$ cat config.mk
export PLATFORM = sky130hd
export DESIGN_NAME = keyb_entry
export DESIGN_NICKNAME = d
export VERILOG_FILES = /design/src/rtl/keyb_entry.sv
export SDC_FILE = /design/constraint.sdc
export NUM_CORES = 1
export LEC_CHECK = 0
export ABC_AREA = 1
export BUFFER_PORTS_ARGS = -buffer_cell sky130_fd_sc_hd__buf_2
export CORE_MARGIN = 4
export CORE_UTILIZATION = 35
export CTS_BUF_LIST = sky130_fd_sc_hd__clkbuf_2
export CTS_CLUSTER_DIAMETER = 80
export DETAILED_ROUTE_END_ITERATION = 6
export GPL_ROUTABILITY_DRIVEN = 1
export GPL_TIMING_DRIVEN = 0
export PLACE_DENSITY = 0.59
export SLEW_MARGIN = 20
export SYNTH_ARGS = -nofsm -noshare
export SYNTH_HDL_FRONTEND = slang
export SYNTH_SLANG_ARGS = --single-unit
$ cat constraint.sdc
create_clock -name CLK -period 2.4 [get_ports CLK]
set_input_delay 0.12 -clock CLK [delete_from_list [all_inputs] [get_ports CLK]]
set_output_delay 0.12 -clock CLK [all_outputs]
set_load 0.1 [all_outputs]
$ cat src/rtl/keyb_entry.sv
// keyb_entry: keypad consumer. Debounces the scanner's KeyRead/BCDKey into
// single key events, builds a multi-digit BCD operand from digit keys and
// offers operand + opcode to the calculator core on an operator key.
//
// Handshake: OpValid/Operand/OpCode form a valid/ready source. Once OpValid
// rises, Operand and OpCode are frozen until a rising CLK edge where
// OpValid=1 and OpReady=1 both hold; that edge drops OpValid and clears the
// entry. OpReady is ignored while OpValid=0, and key events that arrive while
// OpValid=1 (including the accepting cycle) are discarded with a Dropped pulse.
module keyb_entry #(
    parameter int NDIGITS         = 4,
    parameter int DEBOUNCE_CYCLES = 16
) (
    input  logic                         CLK,
    input  logic                         RESET,
    input  logic                         KeyRead,
    input  logic [3:0]                   BCDKey,
    input  logic                         OpReady,
    output logic                         OpValid,
    output logic [4*NDIGITS-1:0]         Operand,
    output logic [2:0]                   OpCode,
    output logic [4*NDIGITS-1:0]         Entry,
    output logic [$clog2(NDIGITS+1)-1:0] DigitCount,
    output logic                         KeyEvent,
    output logic                         Overflow,
    output logic                         Dropped
);

    localparam int W  = 4 * NDIGITS;
    localparam int CW = $clog2(NDIGITS + 1);

    typedef enum logic [1:0] {
        IDLE    = 2'd0,
        PRESS   = 2'd1,
        HELD    = 2'd2,
        RELEASE = 2'd3
    } deb_state_t;

    // Debounce FSM state; kept as a named signal so checkers can bind to it.
    deb_state_t deb_state;
    logic [7:0] cnt;
    logic [3:0] key_r;
    logic       key_evt;

    // Stability counter lookahead: "cnt reaches DEBOUNCE_CYCLES" on this edge.
    logic [8:0] cnt_next;
    logic       cnt_done;
    assign cnt_next = {1'b0, cnt} + 9'd1;
    assign cnt_done = (cnt_next >= 9'(DEBOUNCE_CYCLES));

    // Opcode is the operator key code offset from 0xA.
    logic [3:0] opc_full;
    assign opc_full = key_r - 4'hA;

    logic digit_key;
    logic entry_full;
    assign digit_key  = (key_r <= 4'd9);
    assign entry_full = (DigitCount == CW'(NDIGITS));

    // Debounce FSM: one key_evt pulse per press, on entry to HELD.
    always_ff @(posedge CLK or posedge RESET) begin
        if (RESET) begin
            deb_state <= IDLE;
            cnt       <= 8'd0;
            key_r     <= 4'd0;
            key_evt   <= 1'b0;
        end else begin
            key_evt <= 1'b0;
            case (deb_state)
                IDLE: begin
                    if (KeyRead) begin
                        key_r <= BCDKey;
                        cnt   <= 8'd1;
                        // A single stable sample is already enough here.
                        if (DEBOUNCE_CYCLES <= 1) begin
                            deb_state <= HELD;
                            key_evt   <= 1'b1;
                        end else begin
                            deb_state <= PRESS;
                        end
                    end
                end
                PRESS: begin
                    if (!KeyRead) begin
                        deb_state <= IDLE;
                        cnt       <= 8'd0;
                    end else if (BCDKey != key_r) begin
                        // Code changed mid-press: restart on the new code.
                        key_r <= BCDKey;
                        cnt   <= 8'd1;
                    end else if (cnt_done) begin
                        deb_state <= HELD;
                        key_evt   <= 1'b1;
                        cnt       <= 8'd0;
                    end else begin
                        cnt <= cnt_next[7:0];
                    end
                end
                HELD: begin
                    if (!KeyRead) begin
                        deb_state <= RELEASE;
                        cnt       <= 8'd1;
                    end
                end
                RELEASE: begin
                    if (KeyRead) begin
                        // Bounce during release: back to HELD, no new event.
                        deb_state <= HELD;
                        cnt       <= 8'd0;
                    end else if (cnt_done) begin
                        deb_state <= IDLE;
                        cnt       <= 8'd0;
                    end else begin
                        cnt <= cnt_next[7:0];
                    end
                end
                default: begin
                    deb_state <= IDLE;
                    cnt       <= 8'd0;
                end
            endcase
        end
    end

    // Entry datapath and operand handshake, acting on debounced key events.
    always_ff @(posedge CLK or posedge RESET) begin
        if (RESET) begin
            OpValid    <= 1'b0;
            Operand    <= '0;
            OpCode     <= 3'd0;
            Entry      <= '0;
            DigitCount <= '0;
            KeyEvent   <= 1'b0;
            Overflow   <= 1'b0;
            Dropped    <= 1'b0;
        end else begin
            KeyEvent <= key_evt;
            Overflow <= 1'b0;
            Dropped  <= 1'b0;

            if (OpValid && OpReady) begin
                OpValid    <= 1'b0;
                Entry      <= '0;
                DigitCount <= '0;
            end

            if (key_evt) begin
                if (OpValid) begin
                    Dropped <= 1'b1;
                end else if (digit_key) begin
                    if (entry_full) begin
                        Overflow <= 1'b1;
                    end else if (!(key_r == 4'd0 && DigitCount == '0)) begin
                        Entry      <= {Entry[W-5:0], key_r};
                        DigitCount <= DigitCount + CW'(1);
                    end
                end else if (key_r != 4'hF) begin
                    Operand <= Entry;
                    OpCode  <= opc_full[2:0];
                    OpValid <= 1'b1;
                end else begin
                    Entry      <= '0;
                    DigitCount <= '0;
                end
            end
        end
    end

endmodule

* Word level (Yosys, flattened, before mapping)
Cells that the tools add are included.
Word-level totals: flip-flop bits (word level) 57, bits in latches 0, RAM bits 0, memory bits (read-only) 0, bits of input ports 8, output and inout bits 42, memories 0
Operators by class: add/subtract/negate cells 3, $mul 0, div/mod/pow operators 0, $lt $le $gt $ge 2, equality and inequality tests 13, shift operators 0, mux-type cells 48, bitwise logic cells 2, reduce and logical (&&, ||, !) cells 10
Operators with widths (number):
- two-way mux 16 bit | 7
- two-way mux 8 bit | 6
- one-hot mux 8 bit (4 select lines) | 1
- two-way mux 3 bit | 7
- two-way mux 1 bit | 15
- two-way mux 2 bit | 7
- two-way mux 4 bit | 3
- adder 8 x 1 -> 9 bit, second input constant | 1
- greater-or-equal comparator 9 x 5 -> 1 bit, second input constant | 1
- != test 3 bit, second input constant | 3
- != test 2 bit, second input constant | 4
- one-hot mux 2 bit (4 select lines) | 1
- one-hot mux 4 bit (2 select lines) | 1
- AND reduction 4 bit | 2
- AND reduction 5 bit | 1
- == test 2 bit, second input constant | 2
- less-or-equal comparator 4 bit, second input constant | 1
- zero test 4 bit | 1
- != test 4 bit | 1
- != test 4 bit, second input constant | 1
- adder 3 x 1 -> 3 bit, second input constant | 1
- == test 3 bit, second input constant | 1
- zero test 3 bit | 1
- subtractor 3 x 2 -> 3 bit, second input constant | 1
- 6 further kinds | 8

* Depth between registers and ports, before layout
depth in word-level cells 7, mapped depth 11

* Worst setup path before layout
OpenSTA, ideal clock, no wires.
kind flip-flop to flip-flop, from register DigitCount[0], to register Entry[10], arrival 2.007 ns, required time 2.280 ns, setup slack 0.273 ns, cell stages (with the launch flop) 8, buffers on the path 1, clock period less this slack 2.127 ns, cells stage by stage dfrtp_1 inv_1 ha_1 nand2_1 nand3_4 buf_6 o21ai_2 nor2_2
On the way: longest elaborated chain between the ends 7, elaborated cells between the ends (all ways) 8, classes of those cells eq/ne: 1; mux: 5; reduce/logical: 2
RTL lines:
- start: declaration | line 23 | output logic [$clog2(NDIGITS+1)-1:0] DigitCount,
- start signal: assignment | line 155 | DigitCount <= DigitCount + CW'(1);
- zero test 3 bit | line 153 | end else if (!(key_r == 4'd0 && DigitCount == '0)) begin
- logical AND 1 bit | line 153
- two-way mux 16 bit | line 153
- two-way mux 16 bit (*) | line 151 | if (entry_full) begin
- two-way mux 16 bit (*) | line 150 | end else if (digit_key) begin
- two-way mux 16 bit (*) | line 148 | if (OpValid) begin
- two-way mux 16 bit (*) | line 147 | if (key_evt) begin
- end signal: assignment | line 154 | Entry <= {Entry[W-5:0], key_r};
- end: declaration | line 22 | output logic [4*NDIGITS-1:0] Entry,
Every way passes the cells marked *; elsewhere a longest branch is shown, timed or not. A chain may end at the register's enable or synchronous reset.

* Worst setup path in the final report
from register cnt[0], to register deb_state[0]
On the way: longest elaborated chain between the ends 4, elaborated cells between the ends (all ways) 5, classes of those cells add/sub: 1; order compare: 1; eq/ne: 2; reduce/logical: 1
RTL lines:
- start: declaration | line 41 | logic [7:0] cnt;
- start signal: assignment | line 96 | cnt <= cnt_next[7:0];
- start signal: assignment | line 114 | cnt <= cnt_next[7:0];
- adder 8 x 1 -> 9 bit (*) | line 48 | assign cnt_next = {1'b0, cnt} + 9'd1;
- greater-or-equal comparator 9 x 5 -> 1 bit (*) | line 49 | assign cnt_done = (cnt_next >= 9'(DEBOUNCE_CYCLES));
- != test 3 bit (no source line)
- AND reduction 5 bit (no source line) (*)
- end signal: assignment | line 63 | deb_state <= IDLE;
- end signal: assignment | line 76 | deb_state <= HELD;
- end signal: assignment | line 79 | deb_state <= PRESS;
- end: declaration | line 40 | deb_state_t deb_state;
Marks and branches as above.

==> impl_metrics.ini <==
[finish]
utilization = 0.4385
multi_input_area_um2 = 1177
seqCellArea_um2 = 1426
syn_to_final_growth_pct = 21.49
final_cells = 488
antenna_cells = 0
nets = 393
fill_cells = 767
drive_above_1_share = 0.3161

[synthesis]
synthTopCellsByArea = dfrtp_1 (51%), nand2_1 (12%), inv_1 (3.2%)
synth.distinct_cells = 32
syn_area_per_cell_um2 = 8.939
synth_seq_cells = 57
yosysWarnings = 0
synth_seq_area_share = 0.5114
synth-compound-area-share = 0.1211
synthAdderAreaFrac = 0.01795
synth_top_family_by_area = simple AND/OR/NAND/NOR gates
yosys.area.top_type = dfrtp_1
synth_top_area_frac = 0.5114
synthSimpleGateAreaFrac = 0.2696
synth.area.mux_share = 0.004038
syn_inst = 312
syn-num-nets = 324
syn_area_um2 = 2789
synth-xor-area-share = 0.009421

[cts]
cts_tree = done
cts_buffers = 9
clk_pin_slew_ns = 0.19
clk_latency_ns = 0.48
ctsResizeCount = 0
root_buffer = clkbuf_2
cts_setup_buffers = 0
htreeDepth = 3
hold_buffers = 8
clk_path_buf_depth = 2
cts.sinks = 57

[detailed_routing]
wirelength_mm = 6.187
wl_per_cell_um = 12.68
drc = 0
drt-pass1-iter-count = 4
num_vias = 2281
ant_nets = 0
drt_iter0_drc = 92
vias_per_cell = 4.674

[critical_path]
endpoint_kind = flip-flop
path_class = flip-flop to flip-flop
path_max_fanout = 5
worstPathArrival_ns = 2.08
start_kind = flip-flop
r2r_cells = 9
critical-path-max-stage-delay_ns = 0.47
crit_chain = ha_1 -> nand2_1 -> inv_1 -> nand2_1 -> nand2_1 -> nand2_1 -> nor2_1 -> nand3_1 -> a21oi_1
crit_top_cell = nand2_1
cp.required_ns = 2.80
crit_slowest_cell = dfrtp_1

[sta]
setup_ws_ns = 0.7199
post-route-period-util = 0.7001
slew_violations = 0
finalSetupViolCount = 0
period_minus_slack_ns = 1.680
slew_headroom = 0.6440
worstMarginPinSlew_ns = 0.5299
tns_ns = 0
timing.fmax_ghz = 0.5952
rsz0062_at_grt = false
skew_ns = 0.02710
hold_viol = 0

[run]
cap_violations = 0

[grt]
grt_antenna_before_repair = 0
grt_max_degree = 57
grt_overflow = 0
grtUsageTotal = 0.1418
grt_pass1_vias = 2227
grt_first_pass_wirelength_mm = 10.94

[placed_design]
gp_congestion = 0.8277
dp.cells = 464
port_buffers = 49
hpwl_mm = 4.385
place_ws_ns = 0.7725

[power]
leakage_nw = 1.870
irDropWorstVdd_mv = 0.4865
power_density_nw_per_um2 = 674.6

[outcome]
outcome = finished, final reports clean

[floorplanning]
fp-row-count = 32
die_w_um = 97.27
die-area_um2 = 9460
io_pins = 50
start_util = 0.3609
die_h_um = 97.27
core_area_um2 = 7727

[hold_path]
hold_path.class = input port to flip-flop
hold_depth = 3
## kinds of logic after synthesis
family | Yosys count
mux | 1
compound gates | 50
simple gates | 161
fa+ha+maj | 4
flops | 57
xor+xnor | 3
buf+inv | 36
## cell type report
cell class | count | share of cell area
buffer | 7 | 0.02179
clock buffer | 9 | 0.01329
clock inverter | 7 | 0.02105
inverter | 29 | 0.03360
multi-input combinational | 219 | 0.3475
sequential | 57 | 0.4210
tap | 102 | 0.03767
timing repair buffer | 58 | 0.1041
## report_power, final
part | switching [mW] | internal (mW) | total, mW
combinational | 0.360 | 0.158 | 0.518
clock | 0.382 | 0.238 | 0.619
sequential | 0.116 | 1.03 | 1.15
total | 0.858 | 1.43 | 2.29
## synthesized netlist by cell type
cell,number
nand2_1,90
dfrtp_1,57
inv_1,24
nor2_1,24
nand3_1,17
nor2_2,13
o21ai_0,13
a21oi_2,10
o21ai_2,10
a21oi_1,9
a211oi_1,4
ha_1,4
inv_2,4
nand4_1,4
buf_6,3
nand2_2,3
nor2_4,3
nor3_1,3
o21ai_1,3
xnor2_1,2
buf_12,1
buf_2,1
buf_4,1
clkbuf_4,1
inv_4,1
mux2_2,1
nand2_4,1
nand3_4,1
nor2_8,1
nor3_4,1
o21bai_1,1
xor2_1,1
## metrics by stage
| stage | hold slack, ns | area [um2] | total power [mW] |
|---|---|---|---|
| 2_1_floorplan | 0.2318 | 2789 | 1.548 |
| 3_3_place_gp | 0.3567 | 3162 | 1.654 |
| 3_5_place_dp | -0.01119 | 3192 | 1.672 |
| 4_1_cts | 0.3465 | 3388 | 2.315 |
| 5_1_grt | 0.3544 | 3388 | 2.444 |
| 6_report | 0.4007 | 3388 | 2.286 |
## worst max-delay path: cells and delay by family, from the launching register on
| kind | cells | cell delay (ns) |
|---|---|---|
| and+or+nand+nor | 6 | 0.64 |
| DFF | 1 | 0.47 |
| adders and majority gates | 1 | 0.22 |
| AOI/OAI and AO/OA | 1 | 0.19 |
| buffers and inverters | 1 | 0.08 |
## state kept, by name, summed over array words and instances, names as in the netlist, named ones only
signal / count
Entry: 16
Operand: 16
cnt: 8
key_r: 4
DigitCount: 3
OpCode: 3
Dropped: 1
KeyEvent: 1
OpValid: 1
Overflow: 1
deb_state: 1
key_evt: 1
## cell usage in the layout, fill, tap and decap left out, types with 2 or more instances in the layout
cell and count:
nand2_2 3, nor2_4 3, a21oi_2 10, clkbuf_2 9, nor3_1 3, dfrtp_1 57
o21ai_0 13, buf_6 3, clkinv_4 2, inv_2 4, inv_1 23, inv_4 2
nor2_2 13, dlygate4sd3_1 8, nand4_1 4, nand2_1 90, nor2_1 24, xnor2_1 2
clkinvlp_4 2, nand3_1 17, o21ai_1 3, a21oi_1 9, o21ai_2 10, buf_2 50
ha_1 4, a211oi_1 4
## path summary, 6_finish.rpt
kind                       slack (ns)                  endpoint                   start
max                              0.72  deb_state[0]$_DFFE_PP0P_      cnt[0]$_DFFE_PP0P_
min                              0.40         OpValid$_DFF_PP0_                 OpReady
max reg2reg                      0.72  deb_state[0]$_DFFE_PP0P_      cnt[0]$_DFFE_PP0P_
min reg2reg                      0.49    Operand[7]$_DFFE_PP0P_  Operand[7]$_DFFE_PP0P_
max in group asynchronous        1.33   DigitCount[2]$_DFF_PP0_                   RESET
min in group asynchronous        0.59    Operand[1]$_DFFE_PP0P_                   RESET
## layer usage
| layer | global-route usage | wire, um | part of all wire | vias to the layer above |
|---|---|---|---|---|
| li1 | - | - | - | 1147 |
| met1 | 0.1874 | 2913 | 0.47 | 1064 |
| met2 | 0.2128 | 2829 | 0.46 | 59 |
| met3 | 0.05528 | 360 | 0.058 | 11 |
| met4 | 0.04792 | 85 | 0.014 | 0 |
| met5 | 0 | 0 | 0 | - |
Note: power is estimated with default switching activity, not from simulation.
